$ cat config.mk
export PLATFORM = sky130hd
export DESIGN_NAME = control_sequencer_flat
export DESIGN_NICKNAME = d
export VERILOG_FILES = /design/src/rtl/control_sequencer_pkg.sv /design/src/rtl/control_sequencer_if.sv /design/src/rtl/control_sequencer_decode.sv /design/src/rtl/control_sequencer.sv /design/src/flat_wrapper.sv
export SDC_FILE = /design/constraint.sdc
export NUM_CORES = 1
export LEC_CHECK = 0
export BUFFER_PORTS_ARGS = -buffer_cell sky130_fd_sc_hd__buf_2
export CAP_MARGIN = 20
export CORE_MARGIN = 10
export CORE_UTILIZATION = 48
export CTS_CLUSTER_SIZE = 28
export DETAILED_ROUTE_END_ITERATION = 8
export GPL_TIMING_DRIVEN = 0
export PLACE_DENSITY = 0.8
export SLEW_MARGIN = 30
export SYNTH_ARGS = -nofsm -noshare
export SYNTH_HDL_FRONTEND = slang
export SYNTH_SLANG_ARGS = --single-unit
$ cat constraint.sdc
create_clock -name clk -period 3.8 [get_ports clk]
set_input_delay 0.76 -clock clk [delete_from_list [all_inputs] [get_ports clk]]
set_output_delay 0.76 -clock clk [all_outputs]
set_load 0.01 [all_outputs]
$ cat src/rtl/control_sequencer_pkg.sv
// control_sequencer_pkg
//   Shared constants for the hardwired control unit: opcode values (IR[31:27]),
//   ALU function codes, T-state encodings and the strobe vector produced by the
//   decoder. Also holds small helpers that classify an opcode and find the last
//   T-state of its instruction.
// Ports: none (package).
package control_sequencer_pkg;

  localparam int OPC_W   = 5;
  localparam int ALUOP_W = 4;

  // Opcodes
  localparam logic [OPC_W-1:0] OPC_LD   = 5'b00000;
  localparam logic [OPC_W-1:0] OPC_LDI  = 5'b00001;
  localparam logic [OPC_W-1:0] OPC_ST   = 5'b00010;
  localparam logic [OPC_W-1:0] OPC_ADD  = 5'b00011;
  localparam logic [OPC_W-1:0] OPC_SUB  = 5'b00100;
  localparam logic [OPC_W-1:0] OPC_AND  = 5'b00101;
  localparam logic [OPC_W-1:0] OPC_OR   = 5'b00110;
  localparam logic [OPC_W-1:0] OPC_ADDI = 5'b01000;
  localparam logic [OPC_W-1:0] OPC_JR   = 5'b10011;
  localparam logic [OPC_W-1:0] OPC_NOP  = 5'b11000;
  localparam logic [OPC_W-1:0] OPC_HALT = 5'b11001;

  // ALU function codes
  localparam logic [ALUOP_W-1:0] ALU_ADD = 4'b0000;
  localparam logic [ALUOP_W-1:0] ALU_SUB = 4'b0001;
  localparam logic [ALUOP_W-1:0] ALU_AND = 4'b0010;
  localparam logic [ALUOP_W-1:0] ALU_OR  = 4'b0011;

  // T-state encoding; codes 0001..0110 are unused and recover to RESET.
  typedef enum logic [3:0] {
    ST_RESET = 4'b0000,
    ST_T0    = 4'b0111,
    ST_T1    = 4'b1000,
    ST_T2    = 4'b1001,
    ST_T3    = 4'b1010,
    ST_T4    = 4'b1011,
    ST_T5    = 4'b1100,
    ST_T6    = 4'b1101,
    ST_T7    = 4'b1110,
    ST_HALT  = 4'b1111
  } state_e;

  // Instruction classes sharing the same execute sequence.
  typedef enum logic [3:0] {
    CLS_LD   = 4'd0,
    CLS_LDI  = 4'd1,
    CLS_ST   = 4'd2,
    CLS_ALU  = 4'd3,
    CLS_ADDI = 4'd4,
    CLS_JR   = 4'd5,
    CLS_NOP  = 4'd6,
    CLS_HALT = 4'd7,
    CLS_ILL  = 4'd8
  } op_class_e;

  // Live strobes; the reserved mul/div, branch and I/O strobes are tied off in the top.
  typedef struct packed {
    logic               pc_out;
    logic               zlow_out;
    logic               zhigh_out;
    logic               mdr_out;
    logic               ba_out;
    logic               c_out;
    logic               r_out;
    logic               pc_in;
    logic               ir_in;
    logic               mar_in;
    logic               mdr_in;
    logic               y_in;
    logic               zlow_in;
    logic               zhigh_in;
    logic               r_in;
    logic               inc_pc;
    logic               read;
    logic               ram_we;
    logic               gra;
    logic               grb;
    logic               grc;
    logic [ALUOP_W-1:0] alu_op;
  } ctrl_t;

  function automatic op_class_e op_class(input logic [OPC_W-1:0] opc);
    case (opc)
      OPC_LD:                           return CLS_LD;
      OPC_LDI:                          return CLS_LDI;
      OPC_ST:                           return CLS_ST;
      OPC_ADD, OPC_SUB, OPC_AND, OPC_OR: return CLS_ALU;
      OPC_ADDI:                         return CLS_ADDI;
      OPC_JR:                           return CLS_JR;
      OPC_NOP:                          return CLS_NOP;
      OPC_HALT:                         return CLS_HALT;
      default:                          return CLS_ILL;
    endcase
  endfunction

  function automatic logic [ALUOP_W-1:0] alu_sel(input logic [OPC_W-1:0] opc);
    case (opc)
      OPC_SUB: return ALU_SUB;
      OPC_AND: return ALU_AND;
      OPC_OR:  return ALU_OR;
      default: return ALU_ADD;
    endcase
  endfunction

  // Last T-state of each instruction class; the boundary where stop is honoured.
  function automatic state_e final_state(input op_class_e cls);
    case (cls)
      CLS_LD, CLS_ST:            return ST_T7;
      CLS_LDI, CLS_ALU, CLS_ADDI: return ST_T5;
      default:                   return ST_T3;
    endcase
  endfunction

endpackage

$ cat src/rtl/control_sequencer_if.sv
// control_sequencer_if
//   Groups the sequencer's instruction inputs (opcode, stop), status outputs
//   (run, illegal, alu_op) and all datapath control strobes.
//   master : the control sequencer (drives status and strobes)
//   slave  : the datapath side (drives opcode/stop, consumes strobes)
//   mon    : passive observer (everything as input)
interface control_sequencer_if;
  import control_sequencer_pkg::*;

  logic [OPC_W-1:0]   opcode;
  logic               stop;
  logic               run;
  logic               illegal;
  logic [ALUOP_W-1:0] alu_op;
  logic PCout, ZLowout, ZHighout, MDRout, HIout, LOout, BAout, Cout, Rout, InPortout;
  logic PCin, IRin, MARin, MDRin, Yin, ZLowIn, ZHighIn, HIin, LOin, Rin, CONin, OutPortIn;
  logic IncPC, Read, ramWE, Gra, Grb, Grc;

  modport master (
    input  opcode, stop,
    output run, illegal, alu_op,
    output PCout, ZLowout, ZHighout, MDRout, HIout, LOout, BAout, Cout, Rout, InPortout,
    output PCin, IRin, MARin, MDRin, Yin, ZLowIn, ZHighIn, HIin, LOin, Rin, CONin, OutPortIn,
    output IncPC, Read, ramWE, Gra, Grb, Grc
  );

  modport slave (
    output opcode, stop,
    input  run, illegal, alu_op,
    input  PCout, ZLowout, ZHighout, MDRout, HIout, LOout, BAout, Cout, Rout, InPortout,
    input  PCin, IRin, MARin, MDRin, Yin, ZLowIn, ZHighIn, HIin, LOin, Rin, CONin, OutPortIn,
    input  IncPC, Read, ramWE, Gra, Grb, Grc
  );

  modport mon (
    input opcode, stop, run, illegal, alu_op,
    input PCout, ZLowout, ZHighout, MDRout, HIout, LOout, BAout, Cout, Rout, InPortout,
    input PCin, IRin, MARin, MDRin, Yin, ZLowIn, ZHighIn, HIin, LOin, Rin, CONin, OutPortIn,
    input IncPC, Read, ramWE, Gra, Grb, Grc
  );

endinterface

$ cat src/rtl/control_sequencer_decode.sv
// control_sequencer_decode
//   Purely combinational: current T-state plus latched opcode -> strobe vector.
//   state   in   T-state register value
//   opc     in   opcode captured at the T2->T3 edge
//   ctrl    out  strobe vector and alu_op
//   run     out  1 in T0..T7
//   illegal out  1 in T3 when the opcode is undefined
module control_sequencer_decode
  import control_sequencer_pkg::*;
(
  input  state_e           state,
  input  logic [OPC_W-1:0] opc,
  output ctrl_t            ctrl,
  output logic             run,
  output logic             illegal
);

  op_class_e cls;
  assign cls = op_class(opc);

  // Moore strobe decode; every state/class combination not listed leaves all strobes low.
  always_comb begin
    ctrl        = '0;
    ctrl.alu_op = ALU_ADD;
    run         = 1'b0;
    illegal     = 1'b0;
    case (state)
      ST_T0: begin
        run = 1'b1;
        ctrl.pc_out = 1'b1; ctrl.mar_in = 1'b1; ctrl.inc_pc = 1'b1; ctrl.zlow_in = 1'b1;
      end
      ST_T1: begin
        run = 1'b1;
        ctrl.zlow_out = 1'b1; ctrl.pc_in = 1'b1; ctrl.read = 1'b1; ctrl.mdr_in = 1'b1;
      end
      ST_T2: begin
        run = 1'b1;
        ctrl.mdr_out = 1'b1; ctrl.ir_in = 1'b1;
      end
      ST_T3: begin
        run = 1'b1;
        case (cls)
          // Effective address base goes through BAout so R0 reads as zero.
          CLS_LD, CLS_LDI, CLS_ST: begin
            ctrl.grb = 1'b1; ctrl.ba_out = 1'b1; ctrl.y_in = 1'b1;
          end
          CLS_ALU, CLS_ADDI: begin
            ctrl.grb = 1'b1; ctrl.r_out = 1'b1; ctrl.y_in = 1'b1;
          end
          CLS_JR: begin
            ctrl.gra = 1'b1; ctrl.r_out = 1'b1; ctrl.pc_in = 1'b1;
          end
          CLS_ILL: illegal = 1'b1;
          default: ;
        endcase
      end
      ST_T4: begin
        run = 1'b1;
        case (cls)
          CLS_LD, CLS_LDI, CLS_ST, CLS_ADDI: begin
            ctrl.c_out = 1'b1; ctrl.zlow_in = 1'b1; ctrl.zhigh_in = 1'b1;
          end
          CLS_ALU: begin
            ctrl.grc = 1'b1; ctrl.r_out = 1'b1; ctrl.zlow_in = 1'b1; ctrl.zhigh_in = 1'b1;
            ctrl.alu_op = alu_sel(opc);
          end
          default: ;
        endcase
      end
      ST_T5: begin
        run = 1'b1;
        case (cls)
          CLS_LD, CLS_ST: begin
            ctrl.zlow_out = 1'b1; ctrl.mar_in = 1'b1;
          end
          CLS_LDI, CLS_ALU, CLS_ADDI: begin
            ctrl.zlow_out = 1'b1; ctrl.gra = 1'b1; ctrl.r_in = 1'b1;
          end
          default: ;
        endcase
      end
      ST_T6: begin
        run = 1'b1;
        case (cls)
          CLS_LD: begin
            ctrl.read = 1'b1; ctrl.mdr_in = 1'b1;
          end
          // Read stays low so MDR captures the bus (store data) rather than memory.
          CLS_ST: begin
            ctrl.gra = 1'b1; ctrl.r_out = 1'b1; ctrl.mdr_in = 1'b1;
          end
          default: ;
        endcase
      end
      ST_T7: begin
        run = 1'b1;
        case (cls)
          CLS_LD: begin
            ctrl.mdr_out = 1'b1; ctrl.gra = 1'b1; ctrl.r_in = 1'b1;
          end
          CLS_ST:  ctrl.ram_we = 1'b1;
          default: ;
        endcase
      end
      default: ;
    endcase
  end

endmodule

$ cat src/rtl/control_sequencer.sv
// control_sequencer
//   Hardwired Moore control unit: fetch T0-T2, decode at T3, execute, then back
//   to T0 or park in HALT. Outputs are decoded combinationally from the state
//   register so clr forces them low immediately.
//   clk  in   clock, rising edge
//   clr  in   asynchronous active-low reset
//   bus  master modport: opcode/stop in; run, illegal, alu_op and strobes out
module control_sequencer
  import control_sequencer_pkg::*;
#(
  parameter int OPC_W_P         = OPC_W,
  parameter int ALUOP_W_P       = ALUOP_W,
  parameter bit STOP_ON_ILLEGAL = 1'b0
) (
  input  logic                 clk,
  input  logic                 clr,
  control_sequencer_if.master  bus
);

  state_e             state_r;
  state_e             state_n;
  logic [OPC_W_P-1:0] opc_r;
  op_class_e          cls;
  logic               at_end;
  logic               park;
  ctrl_t              ctrl;
  logic               run;
  logic               illegal;

  // T-state register.
  always_ff @(posedge clk or negedge clr) begin
    if (!clr) state_r <= ST_RESET;
    else      state_r <= state_n;
  end

  // Opcode is captured once, on the edge into T3, so IR may change afterwards.
  always_ff @(posedge clk or negedge clr) begin
    if (!clr)                   opc_r <= '0;
    else if (state_r == ST_T2)  opc_r <= bus.opcode;
    else                        opc_r <= opc_r;
  end

  assign cls = op_class(opc_r);

  // Next-state: stop and halt/illegal parking are only evaluated in the instruction's last state.
  always_comb begin
    state_n = ST_RESET;
    at_end  = (state_r == final_state(cls));
    park    = (cls == CLS_HALT) || ((cls == CLS_ILL) && STOP_ON_ILLEGAL) || bus.stop;
    case (state_r)
      ST_RESET: state_n = ST_T0;
      ST_T0:    state_n = ST_T1;
      ST_T1:    state_n = ST_T2;
      ST_T2:    state_n = ST_T3;
      ST_T3:    state_n = at_end ? (park ? ST_HALT : ST_T0) : ST_T4;
      ST_T4:    state_n = at_end ? (park ? ST_HALT : ST_T0) : ST_T5;
      ST_T5:    state_n = at_end ? (park ? ST_HALT : ST_T0) : ST_T6;
      ST_T6:    state_n = at_end ? (park ? ST_HALT : ST_T0) : ST_T7;
      ST_T7:    state_n = park ? ST_HALT : ST_T0;
      ST_HALT:  state_n = ST_HALT;
      default:  state_n = ST_RESET;
    endcase
  end

  control_sequencer_decode u_decode (
    .state   (state_r),
    .opc     (opc_r),
    .ctrl    (ctrl),
    .run     (run),
    .illegal (illegal)
  );

  assign bus.run       = run;
  assign bus.illegal   = illegal;
  assign bus.alu_op    = ctrl.alu_op;
  assign bus.PCout     = ctrl.pc_out;
  assign bus.ZLowout   = ctrl.zlow_out;
  assign bus.ZHighout  = ctrl.zhigh_out;
  assign bus.MDRout    = ctrl.mdr_out;
  assign bus.BAout     = ctrl.ba_out;
  assign bus.Cout      = ctrl.c_out;
  assign bus.Rout      = ctrl.r_out;
  assign bus.PCin      = ctrl.pc_in;
  assign bus.IRin      = ctrl.ir_in;
  assign bus.MARin     = ctrl.mar_in;
  assign bus.MDRin     = ctrl.mdr_in;
  assign bus.Yin       = ctrl.y_in;
  assign bus.ZLowIn    = ctrl.zlow_in;
  assign bus.ZHighIn   = ctrl.zhigh_in;
  assign bus.Rin       = ctrl.r_in;
  assign bus.IncPC     = ctrl.inc_pc;
  assign bus.Read      = ctrl.read;
  assign bus.ramWE     = ctrl.ram_we;
  assign bus.Gra       = ctrl.gra;
  assign bus.Grb       = ctrl.grb;
  assign bus.Grc       = ctrl.grc;
  // Reserved for mul/div, branch and I/O.
  assign bus.HIout     = 1'b0;
  assign bus.LOout     = 1'b0;
  assign bus.InPortout = 1'b0;
  assign bus.HIin      = 1'b0;
  assign bus.LOin      = 1'b0;
  assign bus.CONin     = 1'b0;
  assign bus.OutPortIn = 1'b0;

endmodule
$ cat src/flat_wrapper.sv
// flat-port wrapper written by rule: the top's interface ports become plain ports
module control_sequencer_flat import control_sequencer_pkg::*;
#(
  parameter int OPC_W_P         = OPC_W,
  parameter int ALUOP_W_P       = ALUOP_W,
  parameter bit STOP_ON_ILLEGAL = 1'b0
)
  (clk, clr, bus_opcode, bus_stop, bus_run, bus_illegal, bus_alu_op, bus_PCout, bus_ZLowout, bus_ZHighout, bus_MDRout, bus_HIout, bus_LOout, bus_BAout, bus_Cout, bus_Rout, bus_InPortout, bus_PCin, bus_IRin, bus_MARin, bus_MDRin, bus_Yin, bus_ZLowIn, bus_ZHighIn, bus_HIin, bus_LOin, bus_Rin, bus_CONin, bus_OutPortIn, bus_IncPC, bus_Read, bus_ramWE, bus_Gra, bus_Grb, bus_Grc);
  control_sequencer_if bus_i ();
  input  logic clk;
  input  logic clr;
  input wire logic [$bits(bus_i.opcode)-1:0] bus_opcode;
  input wire logic [$bits(bus_i.stop)-1:0] bus_stop;
  output wire logic [$bits(bus_i.run)-1:0] bus_run;
  output wire logic [$bits(bus_i.illegal)-1:0] bus_illegal;
  output wire logic [$bits(bus_i.alu_op)-1:0] bus_alu_op;
  output wire logic [$bits(bus_i.PCout)-1:0] bus_PCout;
  output wire logic [$bits(bus_i.ZLowout)-1:0] bus_ZLowout;
  output wire logic [$bits(bus_i.ZHighout)-1:0] bus_ZHighout;
  output wire logic [$bits(bus_i.MDRout)-1:0] bus_MDRout;
  output wire logic [$bits(bus_i.HIout)-1:0] bus_HIout;
  output wire logic [$bits(bus_i.LOout)-1:0] bus_LOout;
  output wire logic [$bits(bus_i.BAout)-1:0] bus_BAout;
  output wire logic [$bits(bus_i.Cout)-1:0] bus_Cout;
  output wire logic [$bits(bus_i.Rout)-1:0] bus_Rout;
  output wire logic [$bits(bus_i.InPortout)-1:0] bus_InPortout;
  output wire logic [$bits(bus_i.PCin)-1:0] bus_PCin;
  output wire logic [$bits(bus_i.IRin)-1:0] bus_IRin;
  output wire logic [$bits(bus_i.MARin)-1:0] bus_MARin;
  output wire logic [$bits(bus_i.MDRin)-1:0] bus_MDRin;
  output wire logic [$bits(bus_i.Yin)-1:0] bus_Yin;
  output wire logic [$bits(bus_i.ZLowIn)-1:0] bus_ZLowIn;
  output wire logic [$bits(bus_i.ZHighIn)-1:0] bus_ZHighIn;
  output wire logic [$bits(bus_i.HIin)-1:0] bus_HIin;
  output wire logic [$bits(bus_i.LOin)-1:0] bus_LOin;
  output wire logic [$bits(bus_i.Rin)-1:0] bus_Rin;
  output wire logic [$bits(bus_i.CONin)-1:0] bus_CONin;
  output wire logic [$bits(bus_i.OutPortIn)-1:0] bus_OutPortIn;
  output wire logic [$bits(bus_i.IncPC)-1:0] bus_IncPC;
  output wire logic [$bits(bus_i.Read)-1:0] bus_Read;
  output wire logic [$bits(bus_i.ramWE)-1:0] bus_ramWE;
  output wire logic [$bits(bus_i.Gra)-1:0] bus_Gra;
  output wire logic [$bits(bus_i.Grb)-1:0] bus_Grb;
  output wire logic [$bits(bus_i.Grc)-1:0] bus_Grc;
  assign bus_i.opcode = bus_opcode;
  assign bus_i.stop = bus_stop;
  assign bus_run = bus_i.run;
  assign bus_illegal = bus_i.illegal;
  assign bus_alu_op = bus_i.alu_op;
  assign bus_PCout = bus_i.PCout;
  assign bus_ZLowout = bus_i.ZLowout;
  assign bus_ZHighout = bus_i.ZHighout;
  assign bus_MDRout = bus_i.MDRout;
  assign bus_HIout = bus_i.HIout;
  assign bus_LOout = bus_i.LOout;
  assign bus_BAout = bus_i.BAout;
  assign bus_Cout = bus_i.Cout;
  assign bus_Rout = bus_i.Rout;
  assign bus_InPortout = bus_i.InPortout;
  assign bus_PCin = bus_i.PCin;
  assign bus_IRin = bus_i.IRin;
  assign bus_MARin = bus_i.MARin;
  assign bus_MDRin = bus_i.MDRin;
  assign bus_Yin = bus_i.Yin;
  assign bus_ZLowIn = bus_i.ZLowIn;
  assign bus_ZHighIn = bus_i.ZHighIn;
  assign bus_HIin = bus_i.HIin;
  assign bus_LOin = bus_i.LOin;
  assign bus_Rin = bus_i.Rin;
  assign bus_CONin = bus_i.CONin;
  assign bus_OutPortIn = bus_i.OutPortIn;
  assign bus_IncPC = bus_i.IncPC;
  assign bus_Read = bus_i.Read;
  assign bus_ramWE = bus_i.ramWE;
  assign bus_Gra = bus_i.Gra;
  assign bus_Grb = bus_i.Grb;
  assign bus_Grc = bus_i.Grc;
  control_sequencer #(.OPC_W_P(OPC_W_P), .ALUOP_W_P(ALUOP_W_P), .STOP_ON_ILLEGAL(STOP_ON_ILLEGAL)) u_core (.clk(clk), .clr(clr), .bus(bus_i));
endmodule
==> impl_metrics.ini, run 1 <==
[hold_path]
hp-class = input pin to async pin

[place]
hpwl_um = 2390
io_buffers = 31
place_congestion = 0.900
postPlaceCellArea_sq_um = 1230
dp.cells = 203

[grt]
grt_pass1_vias = 1102
grt_max_degree = 11
antenna_found_initial = 0
grt_pass1_wl_um = 4870
grt-ovfl-total = 0
grt_usage_pct = 13.3

[floorplan]
die_w_um = 65.8
die_area_sq_um = 4330
start_util_pct = 50.8
rows = 16
fp.dieH_um = 65.8
io_pins = 42
core_sq_um = 1980

[layout]
drive_above_1_share_pct = 33.3
syn_to_final_growth_pct = 24.8
fin_area_sq_um = 1250
instances_no_fill = 207
final_core_util_pct = 63.3
insertedDiodeCount = 0
layout.nets = 189

[power_and_ir_drop]
leakage_uw = 0.000625
ir_drop_uv = 422
p_per_area_nw_per_um2 = 742

[timing]
finalMaxSlewViolations = 0
final.min_clock_period_ns = 2.71
relSlewSlack_pct = 58.3
period_share_pct = 71.2
worst_pin_slew_ns = 0.620
max_clock_freq_mhz = 370
grt_setup_unrepaired = no
hold_ws_ns = 0.343
setup_viol = 0
setup_tns_ns = 0
hold_viol = 0
clock_skew_ns = 0.00205

[cts]
clock_path_buffers = 2
htreeDepth = 1
hold_buffers = 0
clock-sinks = 9
post_cts_buffers = 0
cts_buffers = 3
path_clk_slew_ns = 0.06
cts_resized = 0
tritoncts = yes
root_buffer = clkbuf_4
insertion_delay_ns = 0.25

[logic_synthesis]
ys_seq_area_share_pct = 22.4
synth_top_area_share_pct = 22.4
ys_ff_latch = 9
yosys_warnings = 0
syn_inst = 136
syn_area_per_cell_sq_um = 7.40
async_flop_share_pct = 100
synthFlopType = dfrtp_1
synth_enable_flop_cells = 0
synth.distinct_cells = 45
synth_area_leader_cell = dfrtp_1
synthTopCellsByArea = dfrtp_1 (22%), buf_4 (10%), nor2_1 (5.6%)
netlist_area_sq_um = 1010

[drt]
wl_um = 2930
antenna_left = 0
drt_iter0_drc = 66
drc = 0
wl_met1_um = 1120
vias_per_cell = 5.57
num_vias = 1154
detail_route.wl_per_cell_um = 14.1
met2_length_um = 1450
routed-wl-met3_um = 332
drt_pre_antenna_iters = 4
top_layer = met4

[worst_setup_path]
end_kind = output port
r2r_end = u_core.state_r[3]$_DFF_PN0_
path_cells = buf_6 -> a21oi_1 -> a21oi_1 -> or2_1 -> nor3_1 -> buf_4 -> buf_2
worstPathRequired_ns = 3.04
crit_fanout = 10
critical-path-max-stage-delay_ns = 0.46
timing.rr.start = u_core.opc_r[4]$_DFFE_PN0P_
r2r_slack_ns = 2.16
slowest_stage = dfrtp_1
path_class = flip-flop to output port
rr_worst_depth = 5
cpMostUsedCell = a21oi_1
cp.arrival_ns = 1.95
worstSetupStartpointType = flip-flop

[run]
max_cap_violations = 0

[status]
outcome = completed
==> cell usage after synthesis (all sizes together) (2+ instances only) <==
master / n
and2: 2
or2: 3
nand2: 9
o21ai: 8
o22ai: 3
or3: 3
mux2: 3
nand4: 4
nand3: 4
nor2: 16
a221oi: 2
nor4: 3
inv: 4
xnor2: 3
a21oi: 9
clkbuf: 5
nand2b: 4
dfrtp: 9
nand3b: 2
buf: 18
a21boi: 2
nor3: 5
==> worst max-delay path: cells and delay by family (launching register included) <==
kind	cells	cell delay, ns
buf+inv	3	0.45
simple gates	2	0.52
flops	1	0.46
compound gates	2	0.26
==> worst max-delay path by stage <==
stage | depth (start not counted) | startpoint | slack (ns) | end
after floorplan | 6 | u_core.opc_r[0]$_DFFE_PN0P_ | 1.45 | bus_Yin
final | 7 | u_core.opc_r[0]$_DFFE_PN0P_ | 1.09 | bus_Yin
after global routing | 6 | u_core.opc_r[2]$_DFFE_PN0P_ | 0.95 | bus_Rout
after global placement | 7 | u_core.opc_r[0]$_DFFE_PN0P_ | 1.42 | bus_Yin
after detailed placement | 7 | u_core.opc_r[0]$_DFFE_PN0P_ | 1.37 | bus_Yin
after CTS | 7 | u_core.opc_r[0]$_DFFE_PN0P_ | 1.09 | bus_Yin
==> layer usage <==
metal | vias to the layer above | GRT usage [%]
li1 | 558 | -
met1 | 524 | 15.4
met2 | 68 | 22.6
met3 | 4 | 3.73
met4 | 0 | 4.81
met5 | - | 0
==> area by class of cell <==
class,instances,area [sq um]
plain buffers,23,156
multi-input cells,109,643
well taps,27,33.8
fillers,187,727
repair buffers,31,155
flip-flops and latches,9,225
clock buffers,4,26.3
inverters,4,15.0
==> flip-flops by register name, summed over array words and instances (netlist names) <==
signal          flops
u_core.opc_r        5
u_core.state_r      4
==> stage by stage <==
step,setup slack (ns),power (uW)
6_report,1.09,931
5_1_grt,0.947,1010
4_1_cts,1.09,924
3_5_place_dp,1.37,851
3_3_place_gp,1.42,831
2_1_floorplan,1.45,687
==> cells by family (layout without fill, tap and decap cells) <==
group / count (synthesis) / after routing / synth area share (%)
and+or+nand+nor: 59 / 59 / 31.3
AOI/OAI and AO/OA: 34 / 34 / 22.9
buffers and inverters: 27 / 62 / 17.0
DFF: 9 / 9 / 22.4
xor gates and xnor gates: 3 / 3 / 2.61
muxes: 3 / 3 / 3.36
other: 1 / 10 / 0.373
==> cells in the final DEF, fill, tap and decap left out, types with 5 or more instances in the layout <==
cell type / netlist / layout
a21oi_1: 9 / 9
clkbuf_1: 5 / 6
buf_4: 14 / 14
buf_2: 2 / 33
conb_1: 1 / 10
nor2_1: 15 / 15
nand2_1: 8 / 8
nor3_1: 5 / 5
dfrtp_1: 9 / 9
o21ai_0: 8 / 8
==> power by group <==
| group | leakage (uW) | internal [uW] | switching, uW |
|---|---|---|---|
| clock | 0.0000150 | 40.1 | 28.5 |
| combinational | 0.000500 | 256 | 404 |
| sequential | 0.000111 | 143 | 58.6 |
Note: power is estimated with default switching activity, not from simulation.
==> inputs of run 2 (changes only) <==
- ABC_AREA: unset -> 1
- CORE_UTILIZATION: 48 -> 42
- PLACE_DENSITY: 0.8 -> 0.75
- clock period: 3.8 -> 2.24 ns (I/O delays scaled with it)
==> run 2 against run 1 <==
- the run now ends with negative setup slack left
- largest cell class unchanged
- critical path depth rose by 3
- routed wire length rose by 13%
- critical endpoint is now bus_Gra
- register-to-register slack got worse by 1.8 ns
==> impl_metrics.ini, run 2 <==
[status]
outcome = finished with violations
failed_checks = negative setup slack

[grt]
grt-ovfl-total = 0
antenna_found_initial = 0
grt_max_degree = 11
grt_usage_pct = 14.1
grt_pass1_vias = 1135
grt_pass1_wl_um = 5140

[layout]
reg.largest.list = u_core.opc_r (5), u_core.state_r (4)
fin_area_sq_um = 1470
top_register = u_core.opc_r
nFillCells = 202
drive_above_1_share_pct = 50.2
final_common_cell = buf_2
syn_to_final_growth_pct = 51.0
insertedDiodeCount = 0
final_core_util_pct = 66.5
layout.nets = 222
largest_reg_flops = 5
final_cell_mix = buf_2 (30), nand2_1 (29), buf_4 (23), inv_1 (18), nor2_1 (12)

[worst_setup_path]
cp.arrival_ns = 1.94
slowest_stage = dfrtp_2
crit_fanout = 5
rr_worst_depth = 13
end_kind = output port
worstPathRequired_ns = 1.79
path_class = flip-flop to output port
critical-path-max-stage-delay_ns = 0.43
worstSetupStartpointType = flip-flop
path_cells = buf_4 -> nand3_2 -> nand3_2 -> nand2_1 -> nor2_4 -> buf_4 -> nand2_4 -> nand4_1 -> nand4_1 -> buf_2

[logic_synthesis]
synthTopCellsByArea = dfrtp_1 (23%), nand2_1 (13%), buf_4 (9.2%)
netlist_area_sq_um = 975
synth_common_cells = nand2_1 (35), inv_1 (23), nor2_1 (16)
yosys.cell_count.top_type = nand2_1
synth_enable_flop_cells = 0
synth_area_leader_cell = dfrtp_1
ys_ff_latch = 9
synthFlopType = dfrtp_1
synth_top_area_share_pct = 23.1
yosys_warnings = 0
syn_inst = 158
synth.distinct_cells = 24
syn_area_per_cell_sq_um = 6.17
ys_seq_area_share_pct = 23.1
async_flop_share_pct = 100

[cts]
tritoncts = yes
path_clk_slew_ns = 0.06
htreeDepth = 1
clock_path_buffers = 2
root_buffer = clkbuf_4
clock-sinks = 9
cts_buffers = 3
insertion_delay_ns = 0.26

[drt]
drt_iter0_drc = 50
antenna_left = 0
drc = 0
wl_um = 3310
detail_route.wl_per_cell_um = 13.7
drt_pre_antenna_iters = 4
vias_per_cell = 4.91
num_vias = 1184

[place]
io_buffers = 31
dp_slack_ns = 0.0119
hpwl_um = 2340
place_congestion = 0.846
postPlaceCellArea_sq_um = 1200

[timing]
clock_skew_ns = 0.00396
setup_viol = 17
period_share_pct = 107
hold_viol = 0
setup_slack_ns = -0.148
final.min_clock_period_ns = 2.39
max_clock_freq_mhz = 419
grt_setup_unrepaired = yes
hold_ws_ns = 0.0274
finalMaxSlewViolations = 0

[power_and_ir_drop]
p_total_uw = 2140
p_per_area_nw_per_um2 = 1450
ir_drop_uv = 794
leakage_uw = 0.000791

[run]
max_cap_violations = 0

[floorplan]
io_pins = 42
rows = 17
core_sq_um = 2210
fp.dieH_um = 68.2
die_area_sq_um = 4650
die_w_um = 68.2
start_util_pct = 44.1

[hold_path]
hp-class = input pin to async pin
-- run 2: cell count changes in the layout (fill, tap and decap cells not counted), sizes merged, moves of 5 or more --
cell   change
nand3      +9
nand2     +30
buf        +5
nor2       +7
inv       +22
nor3       +5
-- run 2: cell families after synthesis --
group | count (synthesis) | share of synthesized area (%)
compound gates | 17 | 9.50
other cells | 1 | 0.385
simple gates | 92 | 47.4
flops | 9 | 23.1
buf+inv | 39 | 19.6
-- run 2: layer usage --
metal	track usage (%)	up-vias	part of all wire, %	wire [um]
li1	-	596	-	-
met1	16.4	525	38	1270
met2	23.1	55	48	1600
met3	4.40	8	11	362
met4	6.78	0	2.4	78
met5	0	-	0	0
-- run 2: path summary, 6_finish.rpt --
kind	startpoint	endpoint	slack [ns]
setup / recovery	u_core.opc_r[1]$_DFFE_PN0P_	bus_Gra	-0.15
hold / removal	clr	u_core.opc_r[3]$_DFFE_PN0P_	0.03
setup reg to reg	u_core.opc_r[1]$_DFFE_PN0P_	u_core.state_r[3]$_DFF_PN0_	0.38
hold reg to reg	u_core.opc_r[1]$_DFFE_PN0P_	u_core.opc_r[1]$_DFFE_PN0P_	0.59
max in group asynchronous	clr	u_core.opc_r[1]$_DFFE_PN0P_	2.02
min in group clk	bus_opcode[3]	u_core.opc_r[3]$_DFFE_PN0P_	0.40
-- run 2: power breakdown --
group	internal, uW	leakage, uW	switching [uW]
Sequential	253	0.000105	178
Clock	68.4	0.0000150	53.5
Combinational	582	0.000670	1010
Total	903	0.000791	1240
-- run 2: per-stage QoR --
stage	setup TNS, ns	instances
floorplan	0	167
global placement	0	226
detailed placement	0	226
CTS	-0.552	237
global route	-3.00	241
finish	-1.14	241
-- run 2: area by class of cell --
cell class	count	area, sq um	share of cell area (%)
Clock buffer	4	26.3	1.79
Inverter	26	100	6.80
Timing Repair Buffer	42	244	16.6
Sequential cell	9	231	15.7
Multi-Input combinational cell	119	739	50.3
Tap cell	28	35.0	2.38
Buffer	13	95.1	6.46
-- run 2: critical path: cells and delay by family (launching register included) --
family	cells	cell delay [ns]
buffers and inverters	3	0.45
DFF	1	0.43
and+or+nand+nor	7	0.79
-- run 2: timing repair --
action	in CTS	in global routing
endpoints found under the setup margin	18	21
cloned	0	0
gates resized for setup	35	12
hold buffers	0	0
setup buffers	7	4
pin swaps	10	2
==> inputs of run 3 (changes only) <==
- BUFFER_PORTS_ARGS: -buffer_cell sky130_fd_sc_hd__buf_2 -> -buffer_cell sky130_fd_sc_hd__clkbuf_2
==> run 3 against run 2 <==
- final cell count increased by 0.83%
- sequential share of layout area shrank 0.39 points
- critical path type unchanged
- the flow still finishes with violations (negative setup slack)
- fmax shrank 0.43%
==> impl_metrics.ini, run 3 (synthesized netlist as in run 2, its figures left out) <==
[worst_setup_path]
path_class = flip-flop to output port
worstSetupStartpoint = u_core.opc_r[2]$_DFFE_PN0P_
worstSetupStartpointType = flip-flop
r2r_slack_ns = 0.41
slowest_stage = dfrtp_2
path_delay_family = simple AND/OR/NAND/NOR gates
r2r_end = u_core.state_r[3]$_DFF_PN0_
timing.rr.start = u_core.opc_r[2]$_DFFE_PN0P_
cp.arrival_ns = 1.95
path_cells = nor2_4 -> nand3_1 -> nand2_2 -> nand2_4 -> nand3_4 -> inv_4 -> nand2_2 -> nand4_1 -> nand4_1 -> clkbuf_2
critical-path-max-stage-delay_ns = 0.46
crit_fanout = 5
end_kind = output port
rr_worst_depth = 12
path_depth = 10
path_buf_inv = 2
worstPathRequired_ns = 1.79

[drt]
drc = 0
vias_per_cell = 4.95
antenna_left = 0
drt_iter0_drc = 71
num_vias = 1203
drt_pre_antenna_iters = 4
wl_um = 3230
detail_route.wl_per_cell_um = 13.3

[timing]
max_clock_freq_mhz = 417
setup_viol = 16
setup_slack_ns = -0.159
final.min_clock_period_ns = 2.40
period_share_pct = 107
grt_setup_unrepaired = yes
clock_skew_ns = 0.00399
finalMaxSlewViolations = 0
hold_viol = 0

[status]
outcome = finished with violations
failed_checks = negative setup slack

[grt]
grt_max_degree = 11
busiest_layer = met2
grt_pass1_vias = 1231
grt_usage_pct = 14.4
grt_use_met2_pct = 24.3
antenna_found_initial = 0
grt_pass1_wl_um = 5320
grtUsageMet1_pct = 15.7
grt-ovfl-total = 0
grt_use_met3_pct = 5.06

[cts]
tritoncts = yes
hold_buffers = 0
htreeDepth = 1
root_buffer = clkbuf_4
insertion_delay_ns = 0.25
clock-sinks = 9
cts_buffers = 3
clock_path_buffers = 2
path_clk_slew_ns = 0.06

[layout]
drive_above_1_share_pct = 51.6
syn_to_final_growth_pct = 53.9
final_cell_mix = nand2_1 (27), buf_4 (24), clkbuf_2 (21), inv_1 (19)
insertedDiodeCount = 0
top_register = u_core.opc_r
layout.nets = 224
largest_reg_flops = 5
final_common_cell = nand2_1
multi_input_comb_area_sq_um = 751
reg.largest.list = u_core.opc_r (5), u_core.state_r (4)
instances_no_fill = 243
seqCellArea_sq_um = 230
nFillCells = 191

[place]
dp.cells = 226
hpwl_um = 2400
place_congestion = 0.824
io_buffers = 31

[power_and_ir_drop]
ir_drop_uv = 705
p_sw_share_pct = 57.2
internal-power_uw = 928
pwr-share-seq_pct = 18.6
p_per_area_nw_per_um2 = 1440
leakage_uw = 0.000804
p_total_uw = 2170
combPwrFrac_pct = 75.9
clkPwrFrac_pct = 5.4
p_sw_uw = 1240

[floorplan]
start_util_pct = 44.1
die_w_um = 68.2
fp.dieH_um = 68.2
rows = 17
core_sq_um = 2210
die_area_sq_um = 4650
io_pins = 42

[hold_path]
hp-class = input pin to async pin

[run]
max_cap_violations = 0
-- run 3: cell count changes in the layout (fill, tap and decap cells not counted), sizes merged --
cell / previous run / this run
buf: 54 / 36
clkbuf: 5 / 25
-- run 3: through the flow --
step | instance area, sq um | utilization, % | setup slack (ns) | TNS [ns] | hold WS (ns)
6_report | 1500 | 67.8 | -0.159 | -1.19 | 0.0372
5_1_grt | 1500 | 67.8 | -0.227 | -2.84 | 0.0348
4_1_cts | 1420 | 64.4 | -0.114 | -0.879 | 0.0313
3_5_place_dp | 1200 | 54.2 | -0.00539 | -0.00539 | 0.314
3_3_place_gp | 1200 | 54.2 | 0.0561 | 0 | 0.311
2_1_floorplan | 1010 | - | 0.188 | 0 | 0.152
-- run 3: area by class of cell --
class	count	share of cell area, %
inverters	26	6.67
flip-flops and latches	9	15.3
plain buffers	13	6.34
well taps	28	2.34
multi-input cells	119	50.0
clock buffers	4	1.75
repair buffers	44	17.5
-- run 3: worst max-delay path by stage --
stage / endpoint / slack (ns)
6_report: bus_Gra / -0.16
3_3_place_gp: bus_Gra / 0.06
4_1_cts: bus_Gra / -0.11
5_1_grt: bus_Yin / -0.23
2_1_floorplan: bus_alu_op[0] / 0.19
3_5_place_dp: bus_Gra / -0.005
-- run 3: timing repair --
item	in CTS	in global routing
resized for setup	34	27
setup endpoints to repair	19	21
pin swaps	11	5
cloned	0	0
buffers inserted	10	3
endpoints found under the hold margin	0	0
-- run 3: power by group through the flow --
stage / Sequential (uW) / Combinational [uW] / Clock, uW
2_1_floorplan: 336 / 850 / 0
3_3_place_gp: 362 / 1070 / 0
3_5_place_dp: 365 / 1090 / 0
4_1_cts: 408 / 1470 / 126
5_1_grt: 414 / 1790 / 135
6_report: 404 / 1650 / 118
-- run 3: worst register-to-register path, stage by stage, from the launching register on --
cell	delay, ns
dfrtp_2	0.46
nor2_4	0.22
nand3_1	0.11
nand2_2	0.09
nand2_4	0.07
nor2_4	0.14
nand2_4	0.07
nand3_2	0.07
nand2_2	0.05
nor2_2	0.15
nand3_1	0.09
a21oi_1	0.13
nand2_1	0.06
-- run 3: layer usage --
metal | up-vias | part of all wire (%)
li1 | 599 | -
met1 | 535 | 39
met2 | 62 | 48
met3 | 7 | 12
met4 | 0 | 1.6
met5 | - | 0
